`src/rtl/memory_writeback_pipe_if.sv`:
```
`default_nettype none
// +----------------------------------------------------------------------------+
// | memory_writeback_pipe_if                                                   |
// | Write-back pipe bundle: write requests, load returns, bypass lookups.      |
// | Revision: 1.0                                                              |
// +----------------------------------------------------------------------------+
interface memory_writeback_pipe_if #(
  parameter int DATA_WIDTH   = 32,
  parameter int INDEX_WIDTH  = 5,
  parameter int BYPASS_PORTS = 2
);
  logic                               stall;
  logic                               flush;
  logic [2:0]                         wbLoadMode;
  logic [DATA_WIDTH-1:0]              wbWriteDataIn;
  logic [INDEX_WIDTH-1:0]             wbWriteIndexIn;
  logic                               wbWriteEnableIn;
  logic                               loadDataValid;
  logic [31:0]                        loadData;
  logic [BYPASS_PORTS*INDEX_WIDTH-1:0] lookupIndex;
  logic [BYPASS_PORTS-1:0]            lookupHit;
  logic [BYPASS_PORTS-1:0]            lookupPending;
  logic [BYPASS_PORTS*DATA_WIDTH-1:0] lookupData;
  logic [DATA_WIDTH-1:0]              wbWriteData;
  logic [INDEX_WIDTH-1:0]             wbWriteIndex;
  logic                               wbWriteEnable;
  logic                               wbStageLoadPending;
  logic                               loadStall;

  modport master (
    output stall, flush, wbLoadMode, wbWriteDataIn, wbWriteIndexIn, wbWriteEnableIn,
           loadDataValid, loadData, lookupIndex,
    input  lookupHit, lookupPending, lookupData, wbWriteData, wbWriteIndex,
           wbWriteEnable, wbStageLoadPending, loadStall
  );

  modport slave (
    input  stall, flush, wbLoadMode, wbWriteDataIn, wbWriteIndexIn, wbWriteEnableIn,
           loadDataValid, loadData, lookupIndex,
    output lookupHit, lookupPending, lookupData, wbWriteData, wbWriteIndex,
           wbWriteEnable, wbStageLoadPending, loadStall
  );
endinterface
`default_nettype wire

```
`src/rtl/memory_writeback_pipe.sv`:
```
`default_nettype none
// +----------------------------------------------------------------------------+
// | memory_writeback_pipe                                                      |
// | Multi-stage write-back pipe with in-order load merge, bypass and stall.    |
// | Revision: 1.0                                                              |
// +----------------------------------------------------------------------------+
module memory_writeback_pipe #(
  parameter int DATA_WIDTH   = 32,
  parameter int INDEX_WIDTH  = 5,
  parameter int NR_STAGES    = 2,
  parameter int BYPASS_PORTS = 2
) (
  input wire                      cpuClock,
  input wire                      cpuResetN,
  memory_writeback_pipe_if.slave  bus
);

  localparam int OUT = NR_STAGES - 1;

  logic [NR_STAGES-1:0]   en_q, en_d;
  logic [NR_STAGES-1:0]   pend_q, pend_d;
  logic [2:0]             mode_q [NR_STAGES];
  logic [2:0]             mode_d [NR_STAGES];
  logic [INDEX_WIDTH-1:0] idx_q  [NR_STAGES];
  logic [INDEX_WIDTH-1:0] idx_d  [NR_STAGES];
  logic [DATA_WIDTH-1:0]  data_q [NR_STAGES];
  logic [DATA_WIDTH-1:0]  data_d [NR_STAGES];

  logic                   w_load_stall;
  logic                   w_advance;
  logic                   w_merge_found;
  logic [2:0]             w_merge_sel;
  logic [2:0]             w_merge_pos;
  logic [2:0]             w_merge_mode;
  logic [DATA_WIDTH-1:0]  w_merge_data;

  logic [BYPASS_PORTS-1:0]            w_hit;
  logic [BYPASS_PORTS-1:0]            w_lpend;
  logic [BYPASS_PORTS*DATA_WIDTH-1:0] w_ldata;

  function automatic logic [DATA_WIDTH-1:0] extend_load(input logic [31:0] raw,
                                                        input logic [2:0]  mode);
    logic [31:0] w;
    case (mode[1:0])
      2'b01:   w = {{24{mode[2] & raw[7]}}, raw[7:0]};
      2'b10:   w = {{16{mode[2] & raw[15]}}, raw[15:0]};
      default: w = raw;
    endcase
    return DATA_WIDTH'(w);
  endfunction

  assign w_load_stall = pend_q[OUT] & ~bus.loadDataValid;
  assign w_advance    = ~bus.stall & ~w_load_stall;

  // Highest pending index is the oldest outstanding load.
  always_comb begin
    w_merge_found = 1'b0;
    w_merge_sel   = '0;
    w_merge_mode  = '0;
    for (int k = 0; k < NR_STAGES; k++) begin
      if (pend_q[k]) begin
        w_merge_found = 1'b1;
        w_merge_sel   = 3'(k);
        w_merge_mode  = mode_q[k];
      end
    end
  end

  assign w_merge_data = extend_load(bus.loadData, w_merge_mode);
  // A merge into the output entry on an advancing edge lands past the end and retires.
  assign w_merge_pos  = w_advance ? (w_merge_sel + 3'd1) : w_merge_sel;

  always_comb begin
    en_d   = en_q;
    pend_d = pend_q;
    mode_d = mode_q;
    idx_d  = idx_q;
    data_d = data_q;
    if (w_advance) begin
      for (int k = NR_STAGES - 1; k > 0; k--) begin
        en_d[k]   = en_q[k-1];
        pend_d[k] = pend_q[k-1];
        mode_d[k] = mode_q[k-1];
        idx_d[k]  = idx_q[k-1];
        data_d[k] = data_q[k-1];
      end
      en_d[0]   = bus.wbWriteEnableIn;
      pend_d[0] = (bus.wbLoadMode != 3'd0);
      mode_d[0] = bus.wbLoadMode;
      idx_d[0]  = bus.wbWriteIndexIn;
      data_d[0] = bus.wbWriteDataIn;
    end
    if (bus.loadDataValid && w_merge_found) begin
      for (int k = 0; k < NR_STAGES; k++) begin
        if (3'(k) == w_merge_pos) begin
          data_d[k] = w_merge_data;
          pend_d[k] = 1'b0;
        end
      end
    end
    // Flushed entries keep pend/mode so late returns are still absorbed.
    if (bus.flush) begin
      en_d = '0;
    end
  end

  always_ff @(posedge cpuClock or negedge cpuResetN) begin
    if (!cpuResetN) begin
      en_q   <= '0;
      pend_q <= '0;
      for (int k = 0; k < NR_STAGES; k++) begin
        mode_q[k] <= '0;
        idx_q[k]  <= '0;
        data_q[k] <= '0;
      end
    end else begin
      en_q   <= en_d;
      pend_q <= pend_d;
      mode_q <= mode_d;
      idx_q  <= idx_d;
      data_q <= data_d;
    end
  end

  // Scan oldest to youngest so the youngest match overrides.
  always_comb begin
    logic [INDEX_WIDTH-1:0] li;
    li      = '0;
    w_hit   = '0;
    w_lpend = '0;
    w_ldata = '0;
    for (int p = 0; p < BYPASS_PORTS; p++) begin
      li = bus.lookupIndex[p*INDEX_WIDTH +: INDEX_WIDTH];
      for (int k = OUT; k >= 0; k--) begin
        if (en_q[k] && (idx_q[k] == li) && (li != '0)) begin
          w_hit[p]                          = 1'b1;
          w_lpend[p]                        = pend_q[k];
          w_ldata[p*DATA_WIDTH +: DATA_WIDTH] = data_q[k];
        end
      end
    end
  end

  assign bus.lookupHit          = w_hit;
  assign bus.lookupPending      = w_lpend;
  assign bus.lookupData         = w_ldata;
  assign bus.wbWriteData        = data_q[OUT];
  assign bus.wbWriteIndex       = idx_q[OUT];
  assign bus.wbWriteEnable      = en_q[OUT] & ~pend_q[OUT];
  assign bus.wbStageLoadPending = pend_q[OUT];
  assign bus.loadStall          = w_load_stall;

endmodule
`default_nettype wire
```
`src/flat_wrapper.sv`:
```
// flat-port wrapper written by rule: the top's interface ports become plain ports
module memory_writeback_pipe_flat 
#(
  parameter int DATA_WIDTH   = 32,
  parameter int INDEX_WIDTH  = 5,
  parameter int NR_STAGES    = 2,
  parameter int BYPASS_PORTS = 2
)
  (cpuClock, cpuResetN, bus_stall, bus_flush, bus_wbLoadMode, bus_wbWriteDataIn, bus_wbWriteIndexIn, bus_wbWriteEnableIn, bus_loadDataValid, bus_loadData, bus_lookupIndex, bus_lookupHit, bus_lookupPending, bus_lookupData, bus_wbWriteData, bus_wbWriteIndex, bus_wbWriteEnable, bus_wbStageLoadPending, bus_loadStall);
  memory_writeback_pipe_if #(.DATA_WIDTH(DATA_WIDTH), .INDEX_WIDTH(INDEX_WIDTH), .BYPASS_PORTS(BYPASS_PORTS)) bus_i ();
  input wire cpuClock;
  input wire cpuResetN;
  input wire logic [$bits(bus_i.stall)-1:0] bus_stall;
  input wire logic [$bits(bus_i.flush)-1:0] bus_flush;
  input wire logic [$bits(bus_i.wbLoadMode)-1:0] bus_wbLoadMode;
  input wire logic [$bits(bus_i.wbWriteDataIn)-1:0] bus_wbWriteDataIn;
  input wire logic [$bits(bus_i.wbWriteIndexIn)-1:0] bus_wbWriteIndexIn;
  input wire logic [$bits(bus_i.wbWriteEnableIn)-1:0] bus_wbWriteEnableIn;
  input wire logic [$bits(bus_i.loadDataValid)-1:0] bus_loadDataValid;
  input wire logic [$bits(bus_i.loadData)-1:0] bus_loadData;
  input wire logic [$bits(bus_i.lookupIndex)-1:0] bus_lookupIndex;
  output wire logic [$bits(bus_i.lookupHit)-1:0] bus_lookupHit;
  output wire logic [$bits(bus_i.lookupPending)-1:0] bus_lookupPending;
  output wire logic [$bits(bus_i.lookupData)-1:0] bus_lookupData;
  output wire logic [$bits(bus_i.wbWriteData)-1:0] bus_wbWriteData;
  output wire logic [$bits(bus_i.wbWriteIndex)-1:0] bus_wbWriteIndex;
  output wire logic [$bits(bus_i.wbWriteEnable)-1:0] bus_wbWriteEnable;
  output wire logic [$bits(bus_i.wbStageLoadPending)-1:0] bus_wbStageLoadPending;
  output wire logic [$bits(bus_i.loadStall)-1:0] bus_loadStall;
  assign bus_i.stall = bus_stall;
  assign bus_i.flush = bus_flush;
  assign bus_i.wbLoadMode = bus_wbLoadMode;
  assign bus_i.wbWriteDataIn = bus_wbWriteDataIn;
  assign bus_i.wbWriteIndexIn = bus_wbWriteIndexIn;
  assign bus_i.wbWriteEnableIn = bus_wbWriteEnableIn;
  assign bus_i.loadDataValid = bus_loadDataValid;
  assign bus_i.loadData = bus_loadData;
  assign bus_i.lookupIndex = bus_lookupIndex;
  assign bus_lookupHit = bus_i.lookupHit;
  assign bus_lookupPending = bus_i.lookupPending;
  assign bus_lookupData = bus_i.lookupData;
  assign bus_wbWriteData = bus_i.wbWriteData;
  assign bus_wbWriteIndex = bus_i.wbWriteIndex;
  assign bus_wbWriteEnable = bus_i.wbWriteEnable;
  assign bus_wbStageLoadPending = bus_i.wbStageLoadPending;
  assign bus_loadStall = bus_i.loadStall;
  memory_writeback_pipe #(.DATA_WIDTH(DATA_WIDTH), .INDEX_WIDTH(INDEX_WIDTH), .NR_STAGES(NR_STAGES), .BYPASS_PORTS(BYPASS_PORTS)) u_core (.cpuClock(cpuClock), .cpuResetN(cpuResetN), .bus(bus_i));
endmodule
```
`config.mk`:
```
export PLATFORM = sky130hd
export DESIGN_NAME = memory_writeback_pipe_flat
export DESIGN_NICKNAME = d
export VERILOG_FILES = /design/src/rtl/memory_writeback_pipe_if.sv /design/src/rtl/memory_writeback_pipe.sv /design/src/flat_wrapper.sv
export SDC_FILE = /design/constraint.sdc
export NUM_CORES = 1
export LEC_CHECK = 0
export BUFFER_PORTS_ARGS = -buffer_cell sky130_fd_sc_hd__buf_2
export CORE_MARGIN = 4
export CORE_UTILIZATION = 45
export CTS_CLUSTER_DIAMETER = 100
export DETAILED_ROUTE_END_ITERATION = 6
export PLACE_DENSITY = 0.73
export SYNTH_ARGS = -nofsm -noshare
export SYNTH_HDL_FRONTEND = slang
export SYNTH_SLANG_ARGS = --single-unit
```
`constraint.sdc`:
```
create_clock -name cpuClock -period 5.67 [get_ports cpuClock]
set_clock_uncertainty 0.05 [all_clocks]
set_input_delay 0.567 -clock cpuClock [delete_from_list [all_inputs] [get_ports cpuClock]]
set_output_delay 0.567 -clock cpuClock [all_outputs]
set_load 0.01 [all_outputs]
```
# == Word-level counts from Yosys, hierarchy flattened ==
# Index checks and enable logic that the tools add are counted.
# totals
register_bits,84
inputBits,88
out_inout_bits,108
word_cells,68
# op_classes
add_sub_neg,1
n_eq_ne,7
muxes,29
bitwise,9
reduce_logical,14
# ops
op,n
32-bit 2-to-1 mux,6
64-bit 2-to-1 mux,2
32-bit one-hot mux with 2 select lines,1
5-bit == test,4
1-bit 2-to-1 mux,13
5-bit nonzero test,2
1-bit logical AND,9
3-bit 2-to-1 mux,3
2-bit 2-to-1 mux,4
1-bit AND,5
1-bit NOT,4
"1-bit by 3-bit == test with 1-bit output, first input constant",1
3-bit logical NOT,1
3-bit nonzero test,1
"1-bit by 1-bit adder with 2-bit output, second input constant",1
"2-bit by 1-bit == test with 1-bit output, second input constant",1
"2-bit == test, second input constant",1
2-bit nonzero test,1

# == Longest topological paths before layout ==
# logic_depth
word_depth,8
depth_mapped,11
depth_no_buf,9

# == Worst setup path after synthesis ==
# No wires, ideal clock.
# synth_timing
path_type,input to register
startpoint,input bus_loadDataValid
endpoint,register u_core.data_q[54] (netlist bit)
setup_ns,0.144
arrival_time_ns,2.586
required_ns,5.476
path_slack_ns,2.889
stages,10
path_buffers,3
path_cell_list,nor2b_1 nor2_1 inv_1 clkbuf_1 clkbuf_1 ha_1 o211ai_1 nor2_1 clkbuf_1 a32oi_1
# synth_rtl
element,line,rtl
from (decl),flat_wrapper.sv:19,input wire logic [$bits(bus_i.loadDataValid)-1:0] bus_loadDataValid;
to (signal assigned),memory_writeback_pipe.sv:121,data_q <= data_d;
to (decl),memory_writeback_pipe.sv:26,logic [DATA_WIDTH-1:0] data_q [NR_STAGES];

# == Worst setup path in the final report ==
# layout_timing
startpoint,input bus_lookupIndex[1]
endpoint,output bus_lookupPending[0]
# layout_between
elab_chain_cells,5
word_cells_on_any_way,9
cone_classes,eq/ne (2); mux (2); reduce/logical (5)
# layout_lines
element,line,rtl
from (decl),flat_wrapper.sv:21,input wire logic [$bits(bus_i.lookupIndex)-1:0] bus_lookupIndex;
5-bit == test,memory_writeback_pipe.sv:135,if (en_q[k] && (idx_q[k] == li) && (li != '0)) begin
1-bit logical AND (2 in series),memory_writeback_pipe.sv:135,
1-bit 2-to-1 mux,memory_writeback_pipe.sv:135,
1-bit 2-to-1 mux *,memory_writeback_pipe.sv:135,
to (decl),flat_wrapper.sv:23,output wire logic [$bits(bus_i.lookupPending)-1:0] bus_lookupPending;
# Mark *: on every way between the ends. The rest lies on a longest branch, timed or not.

==> impl_metrics.json <==
{
  "preCtsSetupSlack_ns": 1.85,
  "wirelength_microns": 18200,
  "ios": 196,
  "grt_use_total_pct": 24.8,
  "grt_setup_unrepaired": "false",
  "core_sq_um": 12100,
  "finalCritPeriodShare_pct": 68.2,
  "power_frac_clock_pct": 18.2,
  "drt_first_pass_iters": 5,
  "switching_power_uw": 1360,
  "p_int_uw": 1650,
  "clk_latency_ns": 0.34,
  "cts_tree": "built",
  "critPathCaptureType": "output port",
  "fp.dieW_microns": 119,
  "yosysMostFrequentCell": "nand2_1",
  "grt_antenna_before_repair": 0,
  "gp_congestion": 0.891,
  "cp_max_fo": 33,
  "vias": 5714,
  "synth_area_sq_um": 5560,
  "die_h_microns": 119,
  "seq_area_frac_synth_pct": 37.8,
  "finalWorstPathRequiredPeriod_ns": 3.86,
  "p_leak_uw": 0.00321,
  "met2_usage_pct": 39.5,
  "fp-row-count": 40,
  "grt_pass1_vias": 5455,
  "dpl.hpwl_microns": 12300,
  "synth.top_cell.area_share_pct": 37.8,
  "clkSlewWorstSetupHoldPaths_ns": 0.06,
  "crit_path_start_kind": "input pin",
  "drt-initial-drc-count": 629,
  "critical_path_class": "in2out",
  "synthTopCellsByCount": "nand2_1, dfrtp_1, nor3_1",
  "power_density_nw_per_um2": 455,
  "power.share.switching_pct": 45.1,
  "ys_types": 32,
  "grt_max_degree": 84,
  "busiest_layer": "met2",
  "nets": 918,
  "synth.net_count": 792,
  "setup_viol": 0,
  "cp_data_arrival_time_ns": 3.25,
  "ys_ff_latch": 84,
  "yosys_warnings": 0,
  "ir_worst_vdd_v": 0.000212,
  "port_buffers": 195,
  "cts_sinks": 84,
  "timing_hold_violations_final": 0,
  "gr-usage-met1_pct": 33.8,
  "power_frac_comb_pct": 42.0,
  "routedWlPerCell_microns": 18.2,
  "postCtsSetupBuffers": 0,
  "ctsResizeCount": 0,
  "overflow": 0,
  "synthCells": 701,
  "layout.filler_cells": 1175,
  "status": "complete, no violations",
  "seq_area_sq_um": 2100,
  "cts_hold_buffers": 0,
  "cts_root_buf": "clkbuf_16",
  "start_util_pct": 46.1,
  "worstMarginPinSlew_ns": 0.904,
  "drive_gt1_share_pct": 27.9,
  "synth_largest_area_cell": "dfrtp_1",
  "synth_edf_count": 0,
  "htree_levels": 3,
  "grt_pass1_wl_microns": 28600,
  "insertedDiodeCount": 0,
  "synth_flop_cell": "dfrtp_1",
  "power_frac_seq_pct": 39.8,
  "tns_ns": 0,
  "multi_input_area_sq_um": 2790,
  "crit_required_ns": 5.05,
  "placedCellCount": 984,
  "fmax_mhz": 259,
  "numCtsBuffers": 9,
  "fin_cells": 1000,
  "drv_slew": 0,
  "ant_nets": 0,
  "ys_top_cells_by_area": "dfrtp_1, nand2_1, a31o_1",
  "via_per_inst": 5.71,
  "drc": 0,
  "cap_violations": 0,
  "cts.path.max_buffers": 2,
  "async_flop_share_pct": 100,
  "grt_use_met3_pct": 4.65,
  "dieArea_sq_um": 14200,
  "area_growth_pct": 18.9,
  "slew_headroom_pct": 39.7,
  "hold_class": "in2async",
  "fin_ws_ns": 1.81,
  "avgSynthCellArea_sq_um": 7.93
}
## stage by stage
stage	util [%]	power, uW	hold slack, ns	area, sq um
6_report	54.8	3010	0.172	6610
5_1_grt	54.8	3210	0.220	6610
4_1_cts	54.8	3000	0.188	6610
3_5_place_dp	52.5	2450	0.418	6340
3_3_place_gp	52.5	2430	0.409	6340
2_1_floorplan	-	2130	0.221	5560
## final timing paths
path	start	to	slack, ns	cells after the start
max in group asynchronous	cpuResetN	u_core.bus.wbWriteData[21]$_DFF_PN0_	4.43	2
min in group cpuClock	bus_flush	u_core.en_q[0]$_DFFE_PN0P_	0.36	2
max reg2reg	u_core.pend_q[1]$_DFF_PN0_	u_core.data_q[61]$_DFF_PN0_	2.88	7
max	bus_lookupIndex[1]	bus_lookupPending[0]	1.81	8
min reg2reg	u_core.mode_q[1]$_DFFE_PN0P_	u_core.mode_q[1]$_DFFE_PN0P_	0.43	2
min	cpuResetN	u_core.data_q[37]$_DFF_PN0_	0.17	1
## layer usage
| metal | vias to the layer above | routed length [microns] |
|---|---|---|
| li1 | 2662 | - |
| met1 | 2761 | 7910 |
| met2 | 260 | 8600 |
| met3 | 31 | 1380 |
| met4 | 0 | 329 |
| met5 | - | 0 |
## kinds of logic (layout without fill, tap and decap cells)
kind of cell    Yosys count  after routing  synth area share [%]
compound gates          143            143                  21.7
xor+xnor                 20             20                  3.15
fa+ha+maj                 3              3                 0.675
buf+inv                 133            264                  12.7
flops                    84             84                  37.8
mux                       2              2                 0.405
simple gates            316            316                  23.6
## critical path, cell delays in order
cell,delay (ns)
buf_2,0.12
or4_1,0.59
o211ai_4,0.18
buf_4,0.39
or2_1,0.76
buf_4,0.34
a31o_1,0.17
buf_2,0.13
## area by class of cell
type / instances / share of cell area (%)
Clock inverter: 5 / 0.587
Multi-Input combinational cell: 484 / 42.2
Clock buffer: 11 / 3.52
Tap cell: 168 / 3.18
Timing Repair Buffer: 211 / 16.6
Inverter: 37 / 2.10
Sequential cell: 84 / 31.8
## power by group through the flow
| stage | Clock (uW) | Combinational, uW | Sequential, uW |
|---|---|---|---|
| 2_1_floorplan | 0 | 1040 | 1090 |
| 3_3_place_gp | 0 | 1230 | 1190 |
| 3_5_place_dp | 0 | 1260 | 1190 |
| 4_1_cts | 552 | 1260 | 1190 |
| 5_1_grt | 577 | 1400 | 1230 |
| 6_report | 548 | 1260 | 1190 |
## flip-flops by register name (all words and copies together), names as in the netlist
register                 cells
u_core.bus.wbWriteData      32
u_core.data_q               32
u_core.mode_q                6
u_core.bus.wbWriteIndex      5
u_core.idx_q                 5
u_core.en_q                  2
u_core.pend_q                2
## cell usage in the layout (no fill, tap or decap), types with 3 or more instances in the layout
cell type,Yosys,routed
a31o_1,64,64
a31oi_1,16,16
a32oi_1,48,48
buf_2,11,194
buf_4,39,17
clkbuf_16,0,9
clkinvlp_4,0,4
dfrtp_1,84,84
ha_1,3,3
inv_1,37,36
nand2_1,209,209
nand4_1,4,4
nor2_1,24,23
nor3_1,68,66
or4_1,3,3
xnor2_1,20,20
No activity file was read; power rests on OpenSTA's default activity.
